## config.mk

```make
export PLATFORM = sky130hd
export DESIGN_NAME = demux_stream_1ton
export DESIGN_NICKNAME = d
export VERILOG_FILES = /design/src/rtl/demux_stream_1ton.sv
export SDC_FILE = /design/constraint.sdc
export NUM_CORES = 1
export LEC_CHECK = 0
export CAP_MARGIN = 20
export CELL_PAD_IN_SITES_DETAIL_PLACEMENT = 0
export CELL_PAD_IN_SITES_GLOBAL_PLACEMENT = 2
export CORE_MARGIN = 2
export CORE_UTILIZATION = 26
export DETAILED_ROUTE_END_ITERATION = 16
export GPL_TIMING_DRIVEN = 0
export PLACE_DENSITY = 0.89
export SLEW_MARGIN = 40
export SYNTH_ARGS = -nofsm -noshare
export SYNTH_HDL_FRONTEND = slang
export SYNTH_SLANG_ARGS = --single-unit
```

## constraint.sdc

```tcl
create_clock -name clk -period 2.3 [get_ports clk]
set_clock_uncertainty 0.05 [all_clocks]
set_input_delay 0.46 -clock clk [delete_from_list [all_inputs] [get_ports clk]]
set_output_delay 0.46 -clock clk [all_outputs]
set_load 0.01 [all_outputs]
```

## src/rtl/demux_stream_1ton.sv

```systemverilog
// Registered 1:NUM_OUT stream demultiplexer with valid/ready on every port.
// Each channel holds one beat; supports broadcast and counts dropped out-of-range beats.
module demux_stream_1ton #(
    parameter int DATA_W  = 8,
    parameter int NUM_OUT = 4,
    parameter int SEL_W   = 2,
    parameter int CNT_W   = 8
) (
    input  logic                      clk,
    input  logic                      rst_n,
    input  logic                      in_valid,
    output logic                      in_ready,
    input  logic [DATA_W-1:0]         in_data,
    input  logic [SEL_W-1:0]          in_sel,
    input  logic                      in_bcast,
    output logic [NUM_OUT-1:0]        out_valid,
    input  logic [NUM_OUT-1:0]        out_ready,
    output logic [NUM_OUT*DATA_W-1:0] out_data,
    output logic [CNT_W-1:0]          drop_cnt
);

    localparam int SEL_SPAN = 2 ** SEL_W;
    localparam logic [SEL_W:0] NUM_OUT_W = (SEL_W + 1)'(NUM_OUT);

    generate
        if (SEL_SPAN < NUM_OUT || NUM_OUT < 2 || NUM_OUT > 16) begin : g_param_err
            $error("demux_stream_1ton: SEL_W too narrow for NUM_OUT or NUM_OUT outside 2..16");
        end
    endgenerate

    logic [NUM_OUT-1:0]  valid_reg;
    logic [NUM_OUT-1:0]  valid_next;
    logic [DATA_W-1:0]   data_reg  [NUM_OUT];
    logic [DATA_W-1:0]   data_next [NUM_OUT];
    logic [CNT_W-1:0]    cnt_reg;
    logic [CNT_W-1:0]    cnt_next;

    logic [NUM_OUT-1:0]  slot_free;
    logic [SEL_SPAN-1:0] slot_free_ext;
    logic [NUM_OUT-1:0]  load;
    logic                all_free;
    logic                sel_in_range;
    logic                accept;
    logic                drop;

    // Unused select codes read as "free" so out-of-range beats are always
    // accepted and routed to the drop path.
    genvar gi;
    generate
        for (gi = 0; gi < SEL_SPAN; gi++) begin : g_free_ext
            if (gi < NUM_OUT) begin : g_real
                assign slot_free[gi]     = ~valid_reg[gi] | out_ready[gi];
                assign slot_free_ext[gi] = slot_free[gi];
            end else begin : g_drop
                assign slot_free_ext[gi] = 1'b1;
            end
        end
    endgenerate

    assign all_free     = &slot_free;
    assign sel_in_range = ({1'b0, in_sel} < NUM_OUT_W);
    assign in_ready     = rst_n & (in_bcast ? all_free : slot_free_ext[in_sel]);
    assign accept       = in_valid & in_ready;
    assign drop         = accept & ~in_bcast & ~sel_in_range;

    generate
        for (gi = 0; gi < NUM_OUT; gi++) begin : g_chan
            assign load[gi] = accept & (in_bcast | (in_sel == SEL_W'(gi)));

            always_comb begin
                valid_next[gi] = valid_reg[gi] & ~out_ready[gi];
                data_next[gi]  = data_reg[gi];
                if (load[gi]) begin
                    valid_next[gi] = 1'b1;
                    data_next[gi]  = in_data;
                end
            end

            always_ff @(posedge clk) begin
                if (!rst_n) begin
                    valid_reg[gi] <= 1'b0;
                    data_reg[gi]  <= '0;
                end else begin
                    valid_reg[gi] <= valid_next[gi];
                    data_reg[gi]  <= data_next[gi];
                end
            end

            assign out_data[gi*DATA_W +: DATA_W] = data_reg[gi];
        end
    endgenerate

    // Saturating: once all ones, further drops leave the count pinned.
    always_comb begin
        cnt_next = cnt_reg;
        if (drop && (cnt_reg != {CNT_W{1'b1}})) begin
            cnt_next = cnt_reg + 1'b1;
        end
    end

    always_ff @(posedge clk) begin
        if (!rst_n) begin
            cnt_reg <= '0;
        end else begin
            cnt_reg <= cnt_next;
        end
    end

    assign out_valid = valid_reg;
    assign drop_cnt  = cnt_reg;

endmodule
```

After elaboration in Yosys (flattened, before gate mapping). Memories as Yosys holds them, arrays and structs flattened. Index checks and enable logic that the tools add are counted.

Memories: 1. Bits in registers: 4. Output and inout bits: 45. RAM bits: 32. Word-level logic and storage cells: 58. Input bits: 18.

Memory list: data_reg (depth 4, bits a word 8, rd ports 4, clocked after Yosys merged registers in 0, wr ports 4, line 33) `logic [DATA_W-1:0] data_reg [NUM_OUT];`.

Bitwise operators: 30. $lt $le $gt $ge: 1. Reductions and logical operators: 2. Equal/unequal tests: 3. Multiplexer cells: 17.

Operator list (number): 2-to-1 mux 8 bit (8); bitwise OR 1 bit (12); AND 1 bit (10); 2-to-1 mux 1 bit (8); inverter 1 bit (8); equality test 2 bit (second input constant) (2); AND reduction 4 bit (1); less-than comparator 2 x 3 -> 1 bit (second input constant) (1); binary-select mux 1 bit (select 2 bit) (1); equality test 2 x 1 -> 1 bit (second input constant) (1); zero test 2 bit (1).

Longest topological paths before layout.
Depth after elaboration: 10. Depth in mapped cells: 6. Depth with buffers taken out: 5.

Worst setup path after synthesis. OpenSTA, ideal clock, no wires.

Path kind: input -> register. Start point: input port in_sel[0]. End point: memory data_reg[3][1]. Arrival time: 1.515 ns. Library setup time: 0.072 ns. Required time: 2.178 ns. Path slack: 0.663 ns. Stages on the path: 6. Path buffers: 1. Path through: nor2b_1 -> o21ai_1 -> o311ai_2 -> nor4b_2 -> buf_6 -> mux2i_1.

RTL lines: start, declared (line 14) `input logic [SEL_W-1:0] in_sel,`; end, declared (line 33).

Worst setup path after layout.
Start point: input port out_ready[3]. End point: output port in_ready.

Cells in the longest elaborated chain, start to end: 5. Elaborated cells on any way between the ends: 6. Classes of those cells: mux: 3; bitwise: 2; reduce/logical: 1.

Ends and longest elaborated chain: start, declared (line 17) `input logic [NUM_OUT-1:0] out_ready,`; bitwise OR 1 bit (*) (line 52) `assign slot_free[gi] = ~valid_reg[gi] | out_ready[gi];`; binary-select mux 1 bit (select 2 bit) (line 62) `assign in_ready = rst_n & (in_bcast ? all_free : slot_free_ext[in_sel]);`; 2-to-1 mux 1 bit (implied by the code) (line 62); 2-to-1 mux 1 bit (*) (line 62); AND 1 bit (*) (line 62); end, declared (line 12) `output logic in_ready,`.

Mark *: on every way between the ends. The rest lies on a longest branch, timed or not. The select of a mux whose other input is x is not followed.

==> run metrics <==
Crit Reg-Reg Endpoint data_reg[3][5]; unrepaired setup endpoints after global routing false; crit-path cells clkdlybuf4s50_1, o311ai_4, nor2_1, clkdlybuf4s15_2; chip height 79.2 um; FF+latch count, synth 36; Worst path top cell family by delay buffers and inverters; Mapped Cells 152; DR pass1 iterations 4; clock slew at reported path FFs 70 ps; root buf cell clkbuf_8; fin crit period 2130 ps; Peak VDD IR 0.000306 V; final setup fails 0; CP max stage delay 460 ps; arrival time worst endpoint 1620 ps; Crit path depth 4; initial antenna violation count 0; port bufs 53; CP max FO 5; Critical path origin out_ready[3]; Worst Setup EP in_ready; vias per cell 4.25; sequential share of the synthesized area 49.0%; DP Cell Count 284; Clk Latency, worst-skew pair 280 ps; commonest non-fill, non-tap cell in the layout clkdlybuf4s50_1; H-Tree Depth 2; Antenna diodes 0; full die area 6280 sq um; first-pass GRT wire length 5.83 mm; area growth from synthesis to layout 50.3%; count of final hold-check violations 0; routed vias 1,237; Startpoint Class input port; fmax 0.469 GHz; Die Span X 79.2 um; flop-to-flop setup slack 780 ps; layout cell share with drive strength beyond 1 11.0%; I/O pin cnt 63; row count 27; WS Path Type in -> out; Num CTS Buffers 5; Final Cycle Share 92.7%; yosys warns 0; FF-to-FF path depth 6; GP Congestion 0.710; ANT nets after route 0; final-report max-slew violation count 0; Mapped Area 1470 sq um; hold crit path type reg -> reg; filler instances 599; worst-margin pin slew 570 ps; drt drc 0; Cell Count, Final, Fillers Out 291; Worst Hold Launch data_reg[1][6]; largest net degree at the start of global routing 11; most frequent cells in the layout 49 x clkdlybuf4s50_1, 43 x nand2_1, 36 x dfxtp_1, 32 x mux2i_1, 11 x buf_4; pwr dens 591 nW/um^2; vias in the first global route 1,198; TritonCTS clock tree built; Clock Tree Buf Depth 2; Syn Area/Cell 9.68 sq um; postcts setup bufs 0; max cap viols 0; Setup crit end kind output pin; CP max-delay cell clkdlybuf4s50_1; Initial Util 26.9%; CP Data Required Time 1790 ps; DRT iter0 DRCs 36; status completed; Post-CTS Hold Buffers 0; Routed WL 3.74 mm; RR Startpoint out_valid[1]; Total GRT Usage 12.2%; wire per inst 12.8 um; global route overflow 0; nets 237; worst hold slack 406 ps; DP HPWL 2.58 mm; core area 5470 sq um; max FFs per register 32; Clock Sinks 36; Worst Path Buf+Inv 2; Yosys cell types 19; leakage power 0.830 nW; Max-slew headroom 62.0%
## metal layers
metal / wire (um) / vias to the layer above / track usage, %
li1: - / 617 / -
met1: 1720 / 570 / 15.5
met2: 1680 / 43 / 19.8
met3: 286 / 7 / 3.75
met4: 50 / 0 / 3.62
met5: 0 / - / 0
## cells by family after synthesis
logic type	count (synthesis)	synth area share (%)
AOI/OAI and AO/OA	11	5.36
other	1	0.255
buffers and inverters	18	7.99
DFF	36	49.0
muxes	32	21.8
and+or+nand+nor	54	15.6
## through the flow
stage | setup WS [ps] | area [sq um] | TNS (ps) | power, W | utilization, %
floorplan | 663 | 1500 | 0 | 0.000788 | -
global placement | -336 | 2120 | -336 | 0.000899 | 38.7
detailed placement | -328 | 2120 | -331 | 0.000899 | 38.7
CTS | 178 | 2210 | 0 | 0.00132 | 40.4
global route | 98.9 | 2210 | 0 | 0.00137 | 40.4
finish | 167 | 2210 | 0 | 0.00131 | 40.4
## what timing repair did
item / CTS / global route
endpoints found under the setup margin: 1 / 0
gates resized for setup: 9 / 0
hold endpoints to repair: 0 / 0
## worst min path at each step
stage                          end  slack (ps)  cells after the start
finish              data_reg[1][6]         410                      2
global route        data_reg[3][6]         430                      2
CTS                 data_reg[1][6]         410                      2
detailed placement  data_reg[0][4]         400                      2
global placement    data_reg[2][1]         390                      2
floorplan           data_reg[0][0]         430                      2
## worst reg2reg max path, stage by stage, from the launching register on
cell and delay [ps]:
dfxtp_1 310, nor2b_1 150, o21ai_2 80, o311ai_4 160, nor4b_2 300, buf_6 210
mux2i_1 190
## power by group
group	switching [W]	internal, W
logic	0.000101	0.000118
clock network	0.000216	0.000206
registers	0.0000135	0.000651
total	0.000331	0.000975
## layout make-up
| type | instances | area, sq um | share of cell area [%] |
|---|---|---|---|
| multi-input combinational | 105 | 677 | 30.6 |
| clock buffer | 6 | 72.6 | 3.28 |
| buffer | 17 | 114 | 5.15 |
| tap | 72 | 90.1 | 4.07 |
| inverter | 1 | 3.75 | 0.170 |
| timing repair buffer | 53 | 528 | 23.9 |
| clock inverter | 1 | 5.00 | 0.226 |
| sequential | 36 | 721 | 32.6 |
## cells in the mapped netlist
| cell type | number | share of area, % |
|---|---|---|
| buf_2 | 1 | 0.34 |
| conb_1 | 1 | 0.25 |
| nor4b_2 | 1 | 1.0 |
| nor2_1 | 2 | 0.51 |
| a21oi_1 | 1 | 0.34 |
| inv_1 | 1 | 0.25 |
| o21a_1 | 4 | 2.0 |
| buf_6 | 1 | 0.77 |
| buf_4 | 11 | 5.6 |
| clkbuf_1 | 4 | 1.0 |
| mux2i_1 | 32 | 22 |
| nor2b_1 | 5 | 2.1 |
| o311ai_2 | 1 | 1.1 |
| o21bai_1 | 1 | 0.51 |
| nor3_1 | 3 | 1.0 |
| o21ai_1 | 1 | 0.34 |
| o21ai_0 | 3 | 1.0 |
| nand2_1 | 43 | 11 |
| dfxtp_1 | 36 | 49 |
(Power assumes the default switching activity.)
